File: config.mk
export PLATFORM = sky130hd
export DESIGN_NAME = amw_burst_gen
export DESIGN_NICKNAME = d
export VERILOG_FILES = /design/src/rtl/amw_burst_gen.sv
export SDC_FILE = /design/constraint.sdc
export NUM_CORES = 1
export LEC_CHECK = 0
export ABC_AREA = 1
export CORE_AREA = 2 2 182 184
export DETAILED_ROUTE_END_ITERATION = 16
export DIE_AREA = 0 0 184 186
export GPL_TIMING_DRIVEN = 0
export PLACE_DENSITY_LB_ADDON = 0.12
export SLEW_MARGIN = 20
export SYNTH_ARGS = -nofsm -noshare
export SYNTH_HDL_FRONTEND = slang
export SYNTH_SLANG_ARGS = --single-unit
File: constraint.sdc
create_clock -name ACLK -period 4.2 [get_ports ACLK]
set_clock_uncertainty 0.05 [all_clocks]
set_input_delay 0.42 -clock ACLK [delete_from_list [all_inputs] [get_ports ACLK]]
set_output_delay 0.42 -clock ACLK [all_outputs]
set_load 0.005 [all_outputs]
File: src/rtl/amw_burst_gen.sv
// Linear write command -> AXI INCR bursts (<= BL beats, never crossing 4 KB), with B collection.
// Latency: AW one cycle after entering AW state; W data is a zero-latency pass-through.
// Backpressure: cmd_ready only in IDLE, s_wready follows usr_wready in W, AW stalls at MAX_OST.
// Optional: define AMW_STAT_EN for per-command burst/cycle statistics.
module amw_burst_gen #(
  parameter int AXI_DW    = 128,
  parameter int AXI_AW    = 32,
  parameter int AXI_IW    = 8,
  parameter int AXI_LW    = 8,
  parameter int BL        = 16,
  parameter int LENW      = 24,
  parameter int MAX_OST   = 4,
  parameter int AXI_BYTES = AXI_DW / 8,
  parameter int L         = $clog2(AXI_BYTES)
) (
  input  logic                 ACLK,
  input  logic                 ARESETn,
  input  logic [AXI_AW-1:0]    cmd_addr,
  input  logic [LENW-1:0]      cmd_bytes,
  input  logic [AXI_IW-1:0]    cmd_id,
  input  logic                 cmd_valid,
  output logic                 cmd_ready,
  input  logic [AXI_DW-1:0]    s_wdata,
  input  logic                 s_wvalid,
  output logic                 s_wready,
  output logic [AXI_IW-1:0]    usr_awid,
  output logic [AXI_AW-1:0]    usr_awaddr,
  output logic [AXI_LW-1:0]    usr_awlen,
  output logic [2:0]           usr_awsize,
  output logic [1:0]           usr_awburst,
  output logic                 usr_awvalid,
  input  logic                 usr_awready,
  output logic [AXI_DW-1:0]    usr_wdata,
  output logic [AXI_BYTES-1:0] usr_wstrb,
  output logic                 usr_wlast,
  output logic                 usr_wvalid,
  input  logic                 usr_wready,
  input  logic [AXI_IW-1:0]    usr_bid,
  input  logic [1:0]           usr_bresp,
  input  logic                 usr_bvalid,
  output logic                 usr_bready,
  output logic                 done,
  output logic                 done_err,
  output logic [15:0]          stat_bursts,
  output logic [31:0]          stat_cycles
);

  localparam int OW  = $clog2(MAX_OST + 1);
  localparam int CW0 = (LENW > 13) ? LENW : 13;
  localparam int CW  = (CW0 > AXI_LW + 1) ? CW0 : AXI_LW + 1;

  typedef enum logic [1:0] {S_IDLE, S_AW, S_W, S_DRAIN} state_t;

  state_t               state, state_nxt;
  logic [AXI_AW-1:0]    addr;
  logic [AXI_IW-1:0]    id_q;
  logic [LENW-1:0]      rem_beats;
  logic [AXI_BYTES-1:0] last_strb;
  logic [AXI_LW:0]      blen_q;
  logic [AXI_LW:0]      beat_cc;
  logic [OW-1:0]        ost;
  logic                 err, err_nxt;
  logic                 aw_vld_q;
  logic [AXI_AW-1:0]    awaddr_q;
  logic [AXI_LW-1:0]    awlen_q;
  logic                 done_q, done_err_q;

  logic                 cmd_hs, aw_load, aw_hs, w_hs, b_dec, burst_end, drain_exit;
  logic                 w_last_c;
  logic [LENW:0]        bytes_rnd;
  logic [LENW-1:0]      rem_init;
  logic [AXI_BYTES-1:0] strb_init;
  logic [12:0]          to_4k;
  logic [CW-1:0]        blen_min;
  logic [AXI_LW:0]      blen_c;
  logic                 unused_bid;

  // Command decode: round byte count up to beats, build the strobe of the final beat
  always_comb begin
    bytes_rnd = {1'b0, cmd_bytes} + (LENW + 1)'(AXI_BYTES - 1);
    rem_init  = LENW'(bytes_rnd >> L);
    strb_init = '0;
    for (int i = 0; i < AXI_BYTES; i++) begin
      strb_init[i] = (cmd_bytes[L-1:0] == '0) || (i < int'(cmd_bytes[L-1:0]));
    end
  end

  // Next burst length: smallest of remaining beats, BL and beats left in this 4 KB page
  always_comb begin
    to_4k    = (13'd4096 - {1'b0, addr[11:0]}) >> L;
    blen_min = CW'(rem_beats);
    if (CW'(BL) < blen_min)    blen_min = CW'(BL);
    if (CW'(to_4k) < blen_min) blen_min = CW'(to_4k);
    blen_c   = (AXI_LW + 1)'(blen_min);
  end

  assign cmd_hs     = (state == S_IDLE) && cmd_valid;
  assign aw_load    = (state == S_AW) && !aw_vld_q && (ost < OW'(MAX_OST));
  assign aw_hs      = aw_vld_q && usr_awready;
  assign w_hs       = (state == S_W) && s_wvalid && usr_wready;
  assign w_last_c   = (beat_cc == blen_q - (AXI_LW + 1)'(1));
  assign burst_end  = w_hs && w_last_c;
  assign b_dec      = usr_bvalid && (ost != '0);
  assign drain_exit = (state == S_DRAIN) && (ost == '0);

  // Sticky error: cleared on command accept, set by any non-OKAY response
  always_comb begin
    err_nxt = err;
    if (cmd_hs) begin
      err_nxt = 1'b0;
    end else if (usr_bvalid && (usr_bresp != 2'b00)) begin
      err_nxt = 1'b1;
    end
  end

  // FSM state register
  always_ff @(posedge ACLK or negedge ARESETn) begin
    if (!ARESETn) state <= S_IDLE;
    else          state <= state_nxt;
  end

  // FSM next state and the combinational W-channel / handshake outputs
  always_comb begin
    state_nxt  = state;
    cmd_ready  = 1'b0;
    s_wready   = 1'b0;
    usr_wvalid = 1'b0;
    usr_wlast  = 1'b0;
    usr_wstrb  = '1;
    case (state)
      S_IDLE: begin
        cmd_ready = 1'b1;
        if (cmd_valid) state_nxt = S_AW;
      end
      S_AW: begin
        if (aw_hs) state_nxt = S_W;
      end
      S_W: begin
        s_wready   = usr_wready;
        usr_wvalid = s_wvalid;
        usr_wlast  = w_last_c;
        if (w_last_c && (rem_beats == '0)) usr_wstrb = last_strb;
        if (burst_end) state_nxt = (rem_beats != '0) ? S_AW : S_DRAIN;
      end
      S_DRAIN: begin
        if (ost == '0) state_nxt = S_IDLE;
      end
      default: state_nxt = S_IDLE;
    endcase
  end

  // Command/burst bookkeeping and the registered AW request
  always_ff @(posedge ACLK or negedge ARESETn) begin
    if (!ARESETn) begin
      addr      <= '0;
      id_q      <= '0;
      rem_beats <= '0;
      last_strb <= '0;
      blen_q    <= '0;
      beat_cc   <= '0;
      aw_vld_q  <= 1'b0;
      awaddr_q  <= '0;
      awlen_q   <= '0;
    end else begin
      if (cmd_hs) begin
        addr      <= cmd_addr & ~AXI_AW'(AXI_BYTES - 1);
        id_q      <= cmd_id;
        rem_beats <= rem_init;
        last_strb <= strb_init;
      end
      if (aw_load) begin
        aw_vld_q <= 1'b1;
        awaddr_q <= addr;
        awlen_q  <= AXI_LW'(blen_c - (AXI_LW + 1)'(1));
        blen_q   <= blen_c;
      end
      if (aw_hs) begin
        aw_vld_q  <= 1'b0;
        addr      <= addr + (AXI_AW'(blen_q) << L);
        rem_beats <= rem_beats - LENW'(blen_q);
        beat_cc   <= '0;
      end
      if (w_hs) begin
        beat_cc <= beat_cc + (AXI_LW + 1)'(1);
      end
    end
  end

  // Outstanding-burst counter: up on AW, down on B; ignores B when nothing is tracked
  always_ff @(posedge ACLK or negedge ARESETn) begin
    if (!ARESETn) begin
      ost <= '0;
    end else begin
      case ({aw_hs, b_dec})
        2'b10:   ost <= ost + OW'(1);
        2'b01:   ost <= ost - OW'(1);
        default: ost <= ost;
      endcase
    end
  end

  // Error flag and the one-cycle completion pulse
  always_ff @(posedge ACLK or negedge ARESETn) begin
    if (!ARESETn) begin
      err        <= 1'b0;
      done_q     <= 1'b0;
      done_err_q <= 1'b0;
    end else begin
      err    <= err_nxt;
      done_q <= drain_exit;
      if (drain_exit) done_err_q <= err_nxt;
      else            done_err_q <= 1'b0;
    end
  end

  assign usr_awvalid = aw_vld_q;
  assign usr_awaddr  = awaddr_q;
  assign usr_awlen   = awlen_q;
  assign usr_awid    = id_q;
  assign usr_awsize  = 3'(L);
  assign usr_awburst = 2'b01;
  assign usr_wdata   = s_wdata;
  assign usr_bready  = 1'b1;
  assign done        = done_q;
  assign done_err    = done_err_q;
  assign unused_bid  = ^usr_bid;

`ifdef AMW_STAT_EN
  logic [15:0] burst_cnt, stat_bursts_q;
  logic [31:0] cyc_cnt, stat_cycles_q;

  // Per-command statistics, saturating, published on completion
  always_ff @(posedge ACLK or negedge ARESETn) begin
    if (!ARESETn) begin
      burst_cnt     <= '0;
      cyc_cnt       <= '0;
      stat_bursts_q <= '0;
      stat_cycles_q <= '0;
    end else begin
      if (cmd_hs) begin
        burst_cnt <= '0;
        cyc_cnt   <= '0;
      end else if (state != S_IDLE) begin
        if (aw_hs && (burst_cnt != '1)) burst_cnt <= burst_cnt + 16'd1;
        if (cyc_cnt != '1)              cyc_cnt   <= cyc_cnt + 32'd1;
      end
      if (drain_exit) begin
        stat_bursts_q <= burst_cnt;
        stat_cycles_q <= (cyc_cnt != '1) ? cyc_cnt + 32'd1 : cyc_cnt;
      end
    end
  end

  assign stat_bursts = stat_bursts_q;
  assign stat_cycles = stat_cycles_q;
`else
  assign stat_bursts = '0;
  assign stat_cycles = '0;
`endif

  a_cmd_bytes_nonzero: assert property (@(posedge ACLK) disable iff (!ARESETn)
    cmd_hs |-> (cmd_bytes != '0));

  a_ost_bound: assert property (@(posedge ACLK) disable iff (!ARESETn)
    ost <= OW'(MAX_OST));

endmodule

==> flow_metrics.env <==
export IMPL_gp_congestion=0.868
export IMPL_drtIter0Drc=504
export IMPL_clockBufferDepth=2
export IMPL_fmax_mhz=261
export IMPL_drtAntennaViolNets=0
export IMPL_setup_viol=0
export IMPL_wirelength_um=31900
export IMPL_crit_type="flop to output pin"
export IMPL_yosys_warnings=0
export IMPL_drive_gt1_share_pct=16.0
export IMPL_n_antenna_cell=0
export IMPL_cts_sinks=139
export IMPL_core_region_area_mm2=0.0322
export IMPL_synth_area_leaders="dfrtp_1, buf_4, nand2_1"
export IMPL_end_kind="output pin"
export IMPL_row_count=66
export IMPL_avgRoutedWirePerCell_um=15.3
export IMPL_crit_path_start_kind="flop"
export IMPL_synth_flop_cell="dfrtp_1"
export IMPL_vias=9479
export IMPL_crit_start="blen_q[1]"
export IMPL_outcome="finished, final reports clean"
export IMPL_cp_required_ns=3.73
export IMPL_grt_pass1_wl_um=48800
export IMPL_report_final_slew_viol_count=0
export IMPL_tightestPinTransition_ns=0.902
export IMPL_root_buffer="clkbuf_16"
export IMPL_first_pass_iters=6
export IMPL_syn_area_mm2=0.00992
export IMPL_die_w_um=184
export IMPL_power_leakage_nw=6.59
export IMPL_die_y_um=186
export IMPL_hold_viol_final=0
export IMPL_dp_hpwl_um=25100
export IMPL_initial_core_util_pct=30.8
export IMPL_yosysUniqueCellTypes=51
export IMPL_post_cts_buffers=0
export IMPL_maxCapViolCount=0
export IMPL_viasPerCell=4.54
export IMPL_drcViolationCount=0
export IMPL_path_clk_slew_ns=0.07
export IMPL_synth_cells=1322
export IMPL_portBuffers=263
export IMPL_relSlewSlack_pct=39.9
export IMPL_synth_top_area_cell="dfrtp_1"
export IMPL_seq_area_frac_synth_pct=35.1
export IMPL_clk_latency_ns=0.43
export IMPL_synth_edff_count=0
export IMPL_fin_setup_tns_ns=0
export IMPL_numCtsBuffers=17
export IMPL_r2r_start="addr[4]"
export IMPL_crit_fanout=10
export IMPL_cts_tree="done"
export IMPL_hold_path_class="flop to flop"
export IMPL_ioPinCount=462
export IMPL_grt_pass1_vias=9226
export IMPL_arrival_ns=3.36
export IMPL_pwr_density_cell_mw_per_mm2=598
export IMPL_synth_top_cell_area_share_pct=35.1
export IMPL_holdWs_ns=0.400
export IMPL_fin_crit_ns=3.83
export IMPL_grt_max_degree=82
export IMPL_final_core_util_pct=43.5
export IMPL_ys_ff_latch=139
export IMPL_final_cell_mix="nand2_1, clkdlybuf4s50_1, buf_4"
export IMPL_h_tree_depth=4
export IMPL_grt_util_all_layers_pct=18.5
export IMPL_syn_area_per_cell_um2=7.50
export IMPL_area_delta_synth_final_pct=41.3
export IMPL_fin_nets=1910
export IMPL_ir_drop_uv=305
export IMPL_die_area_mm2=0.0342
export IMPL_min_from="last_strb[0]"
export IMPL_rsz0062_at_grt="false"
export IMPL_async_flop_share_pct=100
export IMPL_globalRouteOverflowTotal=0
export IMPL_antenna_found_initial=1
export IMPL_finalCritPeriodShare_pct=91.2
[cells by family (layout without fill, tap and decap cells)]
group	Yosys count	after routing	synth area share (%)
AND/OR/NAND/NOR	521	521	23.3
buffers and inverters	384	680	21.7
AO/OA/AOI/OAI	206	206	12.1
flip-flops	139	139	35.1
adder cells (fa/ha/maj)	35	35	4.64
XOR/XNOR	35	35	3.09
other	2	62	0.0757
[timing repair]
| item | in CTS | in global routing |
|---|---|---|
| setup endpoints to repair | 0 | 13 |
| hold endpoints to repair | 58 | 0 |
| gates resized for setup | 0 | 4 |
| hold buffers | 1 | 0 |
[power breakdown]
| group | total (W) | leakage (nW) | switching, W | internal, W |
|---|---|---|---|---|
| sequential | 0.00241 | 1.72 | 0.000493 | 0.00192 |
| combinational | 0.00421 | 4.56 | 0.00245 | 0.00176 |
| clock | 0.00176 | 0.318 | 0.000615 | 0.00114 |
| total | 0.00838 | 6.59 | 0.00356 | 0.00483 |
[final timing paths]
path,to,slack (ns),cells past startpoint
max in group asynchronous,rem_beats[17],2.82,3
worst max register to register,usr_awlen[6],0.83,21
min in group asynchronous,usr_awaddr[12],0.46,2
worst min-delay path,last_strb[0],0.40,2
worst min register to register,last_strb[0],0.40,2
worst max-delay path,usr_wstrb[8],0.37,12
[sequential cells by signal (all words and copies together), names as in the netlist]
| name | cells |
|---|---|
| done | 1 |
| done_err | 1 |
| usr_awaddr | 28 |
| ost | 3 |
| usr_awlen | 8 |
| err | 1 |
| usr_awid | 8 |
| last_strb | 16 |
| addr | 28 |
| state | 2 |
| rem_beats | 24 |
| beat_cc | 9 |
| usr_awvalid | 1 |
| blen_q | 9 |
[cells in the mapped netlist (18+ instances only)]
library cell  count
nand2_1         263
buf_4           186
inv_1           163
dfrtp_1         139
nor2_1           94
o21ai_0          88
nand3_1          79
a21oi_1          44
ha_1             32
xor2_1           28
nor3_1           24
clkbuf_1         23
o211ai_1         18
[metal layers]
layer	share of wire (%)	vias to the layer above	GRT usage (%)
li1	-	4726	-
met1	43	4352	22.8
met2	48	358	31.5
met3	6.7	41	4.36
met4	2.5	2	6.46
met5	0.034	-	0
[through the flow]
step	instance area [µm²]	std cells	power [W]	setup WS [ns]
floorplan	10100	1382	0.00502	1.23
global placement	13300	2053	0.00657	-3.48
detailed placement	13300	2054	0.00664	0.605
CTS	14000	2086	0.00843	0.123
global route	14000	2086	0.00911	0.0782
finish	14000	2086	0.00838	0.368
[cell type report]
cell class                 count  area (µm²)
fill                        3337       18200
multi-input combinational    859        4530
sequential                   139        3480
timing repair buffer         265        2680
buffer                       216        1520
inverter                     168         631
tap                          408         510
clock buffer                  20         457
clock inverter                11         216
[critical path, cell delays in order, from the launching register on]
cell and delay, ns:
dfrtp_1 0.47, inv_1 0.21, ha_1 0.24, nand4_1 0.18, nor3_1 0.23, xor2_1 0.17
nand2_1 0.09, nor4_2 0.18, nand2_2 0.19, inv_2 0.17, buf_2 0.22, nand3_1 0.10
clkdlybuf4s50_1 0.48
(Power assumes the default switching activity.)
